--- config.mk ---
export PLATFORM = sky130hd
export DESIGN_NAME = ws2812_rx
export DESIGN_NICKNAME = d
export VERILOG_FILES = /design/src/rtl/ws2812_pkg.sv /design/src/rtl/ws2812_pulse_meas.sv /design/src/rtl/ws2812_rx.sv
export SDC_FILE = /design/constraint.sdc
export NUM_CORES = 1
export LEC_CHECK = 0
export BUFFER_PORTS_ARGS = -buffer_cell sky130_fd_sc_hd__clkbuf_2
export CORE_MARGIN = 1
export CORE_UTILIZATION = 40
export CTS_BUF_LIST = sky130_fd_sc_hd__clkbuf_4 sky130_fd_sc_hd__clkbuf_8 sky130_fd_sc_hd__clkbuf_16
export DETAILED_ROUTE_END_ITERATION = 10
export PLACE_DENSITY = 0.58
export SETUP_SLACK_MARGIN = 0.2
export SLEW_MARGIN = 10
export SYNTH_ARGS = -nofsm -noshare
export SYNTH_HDL_FRONTEND = slang
export SYNTH_SLANG_ARGS = --single-unit
--- constraint.sdc ---
create_clock -name clk -period 6.5 [get_ports clk]
set_clock_uncertainty 0.15 [all_clocks]
set_input_delay 0.975 -clock clk [delete_from_list [all_inputs] [get_ports clk]]
set_output_delay 0.975 -clock clk [all_outputs]
set_load 0.01 [all_outputs]
--- src/rtl/ws2812_pkg.sv ---
// Shared state encoding, default timing and ns-to-cycle conversion for the WS2812 receiver.
package ws2812_pkg;

   typedef enum logic [1:0] {
      IDLE  = 2'd0,
      HIGH  = 2'd1,
      CHECK = 2'd2,
      FULL  = 2'd3
   } state_e;

   localparam int DEF_CLK_PRD_NS = 50;
   localparam int DEF_BITS       = 24;
   localparam int DEF_T0H_NS     = 350;
   localparam int DEF_T1H_NS     = 700;
   localparam int DEF_MARGIN_NS  = 150;
   localparam int DEF_RET_NS     = 50000;

   function automatic int ns_to_cyc(input int ns, input int clk_prd_ns);
      return ns / clk_prd_ns;
   endfunction

endpackage

--- src/rtl/ws2812_pulse_meas.sv ---
// Synchronises the chain input and measures high-pulse length and low-gap length.
// Outputs lag i_serial by two clocks; no backpressure, counters run every cycle.
module ws2812_pulse_meas
   import ws2812_pkg::*;
#(
   parameter int HCW     = 5,
   parameter int RST_CYC = 1000
) (
   input  logic           clk,
   input  logic           rst,
   input  logic           i_serial,
   input  logic           high_load,
   input  logic           high_inc,
   output logic           s_in,
   output logic [HCW-1:0] high_cnt,
   output logic           fall,
   output logic           gap
);

   localparam int GCW = $clog2(RST_CYC + 1);
   localparam logic [GCW-1:0] GAP_MAX  = GCW'(RST_CYC);
   localparam logic [GCW-1:0] GAP_LAST = GCW'(RST_CYC - 1);
   localparam logic [HCW-1:0] HIGH_SAT = '1;

   logic           sync1_q, sync1_d;
   logic           sync2_q, sync2_d;
   logic           prev_q, prev_d;
   logic [HCW-1:0] high_q, high_d;
   logic [GCW-1:0] gap_q, gap_d;

   always_comb begin
      sync1_d = i_serial;
      sync2_d = sync1_q;
      prev_d  = sync2_q;

      high_d = high_q;
      if (high_load) begin
         high_d = HCW'(1);
      end else if (high_inc && (high_q != HIGH_SAT)) begin
         high_d = high_q + HCW'(1);
      end

      // Saturated count stays put so a long idle line raises gap only once.
      gap_d = gap_q;
      if (sync2_q) begin
         gap_d = '0;
      end else if (gap_q != GAP_MAX) begin
         gap_d = gap_q + GCW'(1);
      end
   end

   always_ff @(posedge clk or posedge rst) begin
      if (rst) begin
         sync1_q <= 1'b0;
         sync2_q <= 1'b0;
         prev_q  <= 1'b0;
         high_q  <= '0;
         gap_q   <= '0;
      end else begin
         sync1_q <= sync1_d;
         sync2_q <= sync2_d;
         prev_q  <= prev_d;
         high_q  <= high_d;
         gap_q   <= gap_d;
      end
   end

   assign s_in     = sync2_q;
   assign high_cnt = high_q;
   assign fall     = prev_q & ~sync2_q;
   assign gap      = ~sync2_q && (gap_q == GAP_LAST);

endmodule

--- src/rtl/ws2812_rx.sv ---
// One daisy-chain node: decodes the first BITS pulses after a reset gap, forwards the rest.
// Final bit shows on o_led/o_valid 4 clocks after its fall; no backpressure, o_serial is combinational.
module ws2812_rx
   import ws2812_pkg::*;
#(
   parameter int CLK_PRD_NS = DEF_CLK_PRD_NS,
   parameter int BITS       = DEF_BITS,
   parameter int T0H_NS     = DEF_T0H_NS,
   parameter int T1H_NS     = DEF_T1H_NS,
   parameter int MARGIN_NS  = DEF_MARGIN_NS,
   parameter int RET_NS     = DEF_RET_NS
) (
   input  logic            clk,
   input  logic            rst,
   input  logic            i_serial,
   output logic            o_serial,
   output logic [BITS-1:0] o_led,
   output logic            o_valid,
   output logic            o_err
);

   localparam int T0H_MIN = ns_to_cyc(T0H_NS - MARGIN_NS, CLK_PRD_NS);
   localparam int T0H_MAX = ns_to_cyc(T0H_NS + MARGIN_NS, CLK_PRD_NS);
   localparam int T1H_MIN = ns_to_cyc(T1H_NS - MARGIN_NS, CLK_PRD_NS);
   localparam int T1H_MAX = ns_to_cyc(T1H_NS + MARGIN_NS, CLK_PRD_NS);
   localparam int RST_CYC = ns_to_cyc(RET_NS, CLK_PRD_NS);
   localparam int HCW     = $clog2(T1H_MAX + 2);
   localparam int BCW     = $clog2(BITS + 1);

   localparam logic [HCW-1:0] T0_MIN_C = HCW'(T0H_MIN);
   localparam logic [HCW-1:0] T0_MAX_C = HCW'(T0H_MAX);
   localparam logic [HCW-1:0] T1_MIN_C = HCW'(T1H_MIN);
   localparam logic [HCW-1:0] T1_MAX_C = HCW'(T1H_MAX);
   localparam logic [BCW-1:0] BITS_C   = BCW'(BITS);

   if (T0H_MAX >= T1H_MIN) begin : g_bad_windows
      $fatal(1, "ws2812_rx: 0-bit and 1-bit high-time windows overlap");
   end
   if (T0H_MIN < 1) begin : g_bad_t0min
      $fatal(1, "ws2812_rx: minimum 0-bit high time is below one clock");
   end
   if ((BITS != 24) && (BITS != 32)) begin : g_bad_bits
      $fatal(1, "ws2812_rx: BITS must be 24 or 32");
   end

   state_e          state_q, state_d;
   logic [BCW-1:0]  bit_cnt_q, bit_cnt_d;
   logic [BITS-1:0] shift_q, shift_d;
   logic [BITS-1:0] led_q, led_d;
   logic            valid_q, valid_d;
   logic            err_q, err_d;

   logic            s_in, fall, gap;
   logic [HCW-1:0]  high_cnt;
   logic            high_load, high_inc;
   logic            bit_v, bad_v;

   assign high_load = (state_q == IDLE) && s_in && (bit_cnt_q < BITS_C);
   assign high_inc  = (state_q == HIGH) && s_in;

   ws2812_pulse_meas #(
      .HCW     (HCW),
      .RST_CYC (RST_CYC)
   ) u_meas (
      .clk       (clk),
      .rst       (rst),
      .i_serial  (i_serial),
      .high_load (high_load),
      .high_inc  (high_inc),
      .s_in      (s_in),
      .high_cnt  (high_cnt),
      .fall      (fall),
      .gap       (gap)
   );

   always_comb begin
      state_d   = state_q;
      bit_cnt_d = bit_cnt_q;
      shift_d   = shift_q;
      led_d     = led_q;
      valid_d   = 1'b0;
      err_d     = err_q;
      bit_v     = 1'b0;
      bad_v     = 1'b0;

      case (state_q)
         IDLE: begin
            if (high_load) state_d = HIGH;
         end
         HIGH: begin
            if (fall) state_d = CHECK;
         end
         CHECK: begin
            // Out-of-window pulses are stored as 0 so the frame keeps its bit alignment.
            bit_v = (high_cnt >= T1_MIN_C) && (high_cnt <= T1_MAX_C);
            bad_v = !bit_v && !((high_cnt >= T0_MIN_C) && (high_cnt <= T0_MAX_C));
            shift_d   = shift_q | ({{(BITS-1){1'b0}}, bit_v} << (BITS_C - BCW'(1) - bit_cnt_q));
            bit_cnt_d = bit_cnt_q + BCW'(1);
            if (bad_v) err_d = 1'b1;
            if (bit_cnt_q == BITS_C - BCW'(1)) begin
               led_d   = shift_d;
               valid_d = 1'b1;
            end
            state_d = (bit_cnt_d == BITS_C) ? FULL : IDLE;
         end
         FULL: begin
            state_d = FULL;
         end
         default: begin
            state_d = IDLE;
         end
      endcase

      // A latch gap restarts the node; o_led deliberately keeps the last pixel.
      if (gap) begin
         state_d   = IDLE;
         bit_cnt_d = '0;
         shift_d   = '0;
         if ((bit_cnt_q != '0) && (bit_cnt_q != BITS_C)) err_d = 1'b1;
      end
   end

   always_ff @(posedge clk or posedge rst) begin
      if (rst) begin
         state_q   <= IDLE;
         bit_cnt_q <= '0;
         shift_q   <= '0;
         led_q     <= '0;
         valid_q   <= 1'b0;
         err_q     <= 1'b0;
      end else begin
         state_q   <= state_d;
         bit_cnt_q <= bit_cnt_d;
         shift_q   <= shift_d;
         led_q     <= led_d;
         valid_q   <= valid_d;
         err_q     <= err_d;
      end
   end

   assign o_serial = (state_q == FULL) & i_serial;
   assign o_led    = led_q;
   assign o_valid  = valid_q;
   assign o_err    = err_q;

endmodule

==> reports/qor.txt <==
status - finished, final reports clean
area fraction of the dominant cell type after synthesis - 0.5419
cell area after layout - 3891 um2
Hold WC Path Type - reg2reg
Net Count, Synth - 360
initial antenna violation count - 0
Clk pin slew, worst setup/hold paths - 0.08 ns
Max FO, Critical Path - 13
Total Wirelength - 6.700 mm
Slew headroom - 0.3362
CTS Buf Count - 9
ys flop type - dfrtp_1
root buffer cell - clkbuf_8
worst-skew pair later-pin latency - 0.35 ns
CTS tree - done
final period utilization - 0.4124
YS warnings - 0
Final Critical Period - 2.681 ns
H-Tree Depth - 3
total number of vias - 2502
synth top area cells - dfrtp_1, nand2_1, a21oi_1
PostCTS Resize Cnt - 0
Final #Nets - 385
GRT Total Usage - 0.1682
hold buffers post-CTS - 0
unrepaired setup endpoints after global routing - no
Synth top cells by count - dfrtp_1, nand2_1, nor2_1
Seq cells post-synth - 75
Final ANT Viol Nets - 0
DP HPWL - 4.399 mm
height of the die - 95.05 um
Worst Tran Pin Value - 0.9823 ns
worst flop-to-flop path startpoint - u_meas.high_cnt[1]
num rows - 33
Hold Startpoint - u_meas.sync1_q
Area Overhead vs Synth - 12.36%
WS Path Type - reg2reg
Die Wd - 95.05 um
async set-reset flop share out of synthesis - 1.000
Vias/cell - 5.202
proportion of layout cells with a drive suffix above 1 - 0.1596
Worst setup SP type - flip-flop
Syn Area/Cell - 10.01 um2
worst r2r path cells - 6
Setup TNS Final - 0 ns
largest area contributor in the synthesized netlist - dfrtp_1
dpl ws - 3.826 ns
PD cells - 296.2 nW/um2
antenna cells - 0
LEAKAGE - 1.834 nW
port bufs - 29
initial DRC count - 82
Final Util - 0.4689
post-CTS setup buffers - 0
Final WS setup - 3.819 ns
largest net degree at the start of global routing - 76
register area share after synthesis - 0.5419
vias in the first global route - 2384
first-pass GRT wire length - 11.61 mm
worst hold slack - 0.2076 ns
Worst IR Drop VDD - 0.1600 mV
PnR Total Power - 1.152 mW
r2r endpoint - shift_q[13]
endpoints failing hold - 0
top-count cell post-synth - dfrtp_1
Cell Count, Final, Fillers Out - 481
Max Clk Rate - 0.3730 GHz
GPL Wtd Cong - 0.7944
CP Data Required Time - 6.64 ns
Overflow after GRT - 0
synthesized area - 3463 um2
hold endpoint - u_meas.s_in
cell count after placement - 465
Sink Count - 75
number of synthesized flops with an enable pin - 0
Final Max Slew Viols - 0
# setup viols final - 0
filler cell count - 772
WP data arrival - 2.82 ns
num ports - 30
initial core utilization - 0.4173
Critical Path End Type - flip-flop
residual DRC count - 0
CTS max path bufs - 2
post-synthesis cell type count - 44
First-pass DRT Iterations - 4
area post-placement - 3682 um2
reg2reg setup slack - 3.82 ns
Hold Path Stages - 0
synthesized instance count - 346
max_cap viols - 0
wire per inst - 13.93 um
crit path from - u_meas.high_cnt[1]
die area - 9035 um2
Core ar. - 8299 um2
## where the power goes
part	switching [mW]	leakage [nW]	internal [mW]	total, mW
clock network	0.179	0.0995	0.191	0.370
logic	0.113	0.714	0.0875	0.200
registers	0.0812	1.02	0.501	0.582
total	0.373	1.83	0.779	1.15
## layout make-up
type	instances	area (um2)	share of cell area
Sequential cell	75	1877	0.4823
Tap cell	105	131.4	0.03376
Clock inverter	6	71.32	0.01833
Clock buffer	10	137.6	0.03537
Multi-Input combinational cell	241	1461	0.3756
Inverter	12	45.04	0.01158
Timing Repair Buffer	32	167.7	0.04309
## critical path, cell delays in order, from the launching register on
cell and delay (ns):
dfrtp_1 0.44, inv_1 0.12, ha_1 0.14, o21ba_2 0.18, o22ai_1 0.76, nor4b_2 0.61
a22o_1 0.20
## layer usage
metal  wire, um  vias up  GRT usage
met3        249        6    0.05343
met4         67        0    0.04798
met2       3058       42     0.2596
li1           -     1247          -
met5          0        -          0
met1       3325     1207     0.2269
## cells in the final DEF (no fill, tap or decap), drive strengths merged, types with 11 or more instances in the layout
cell,instances
inv,14
clkbuf,39
o21ai,12
dfrtp,75
a21oi,30
ha,11
a22o,12
a31oi,13
nor2,38
nand2,53
## logic make-up (layout without fill, tap and decap cells)
family / Yosys count / in the layout / share of synthesized area
xor gates and xnor gates: 11 / 11 / 0.02782
AOI/OAI and AO/OA: 74 / 74 / 0.1351
buffers and inverters: 30 / 60 / 0.03757
and+or+nand+nor: 142 / 142 / 0.2092
DFF: 75 / 75 / 0.5419
muxes: 3 / 3 / 0.008671
adders and majority gates: 11 / 11 / 0.03974
## sequential cells by signal, indices dropped and copies added (netlist names)
| register | cells |
|---|---|
| bit_cnt_q | 5 |
| o_valid | 1 |
| shift_q | 24 |
| u_meas.high_cnt | 5 |
| o_led | 24 |
| u_meas.sync1_q | 1 |
| state_q | 2 |
| o_err | 1 |
| u_meas.s_in | 1 |
| u_meas.gap_q | 10 |
| u_meas.prev_q | 1 |
## worst max-delay path by stage
stage	end	slack, ns
after global placement	u_meas.high_cnt[3]	3.91
after detailed placement	shift_q[20]	3.83
after CTS	shift_q[13]	3.82
after global routing	shift_q[12]	3.56
final	shift_q[13]	3.82
after floorplan	bit_cnt_q[0]	3.47
Note: power is estimated with default switching activity, not from simulation.
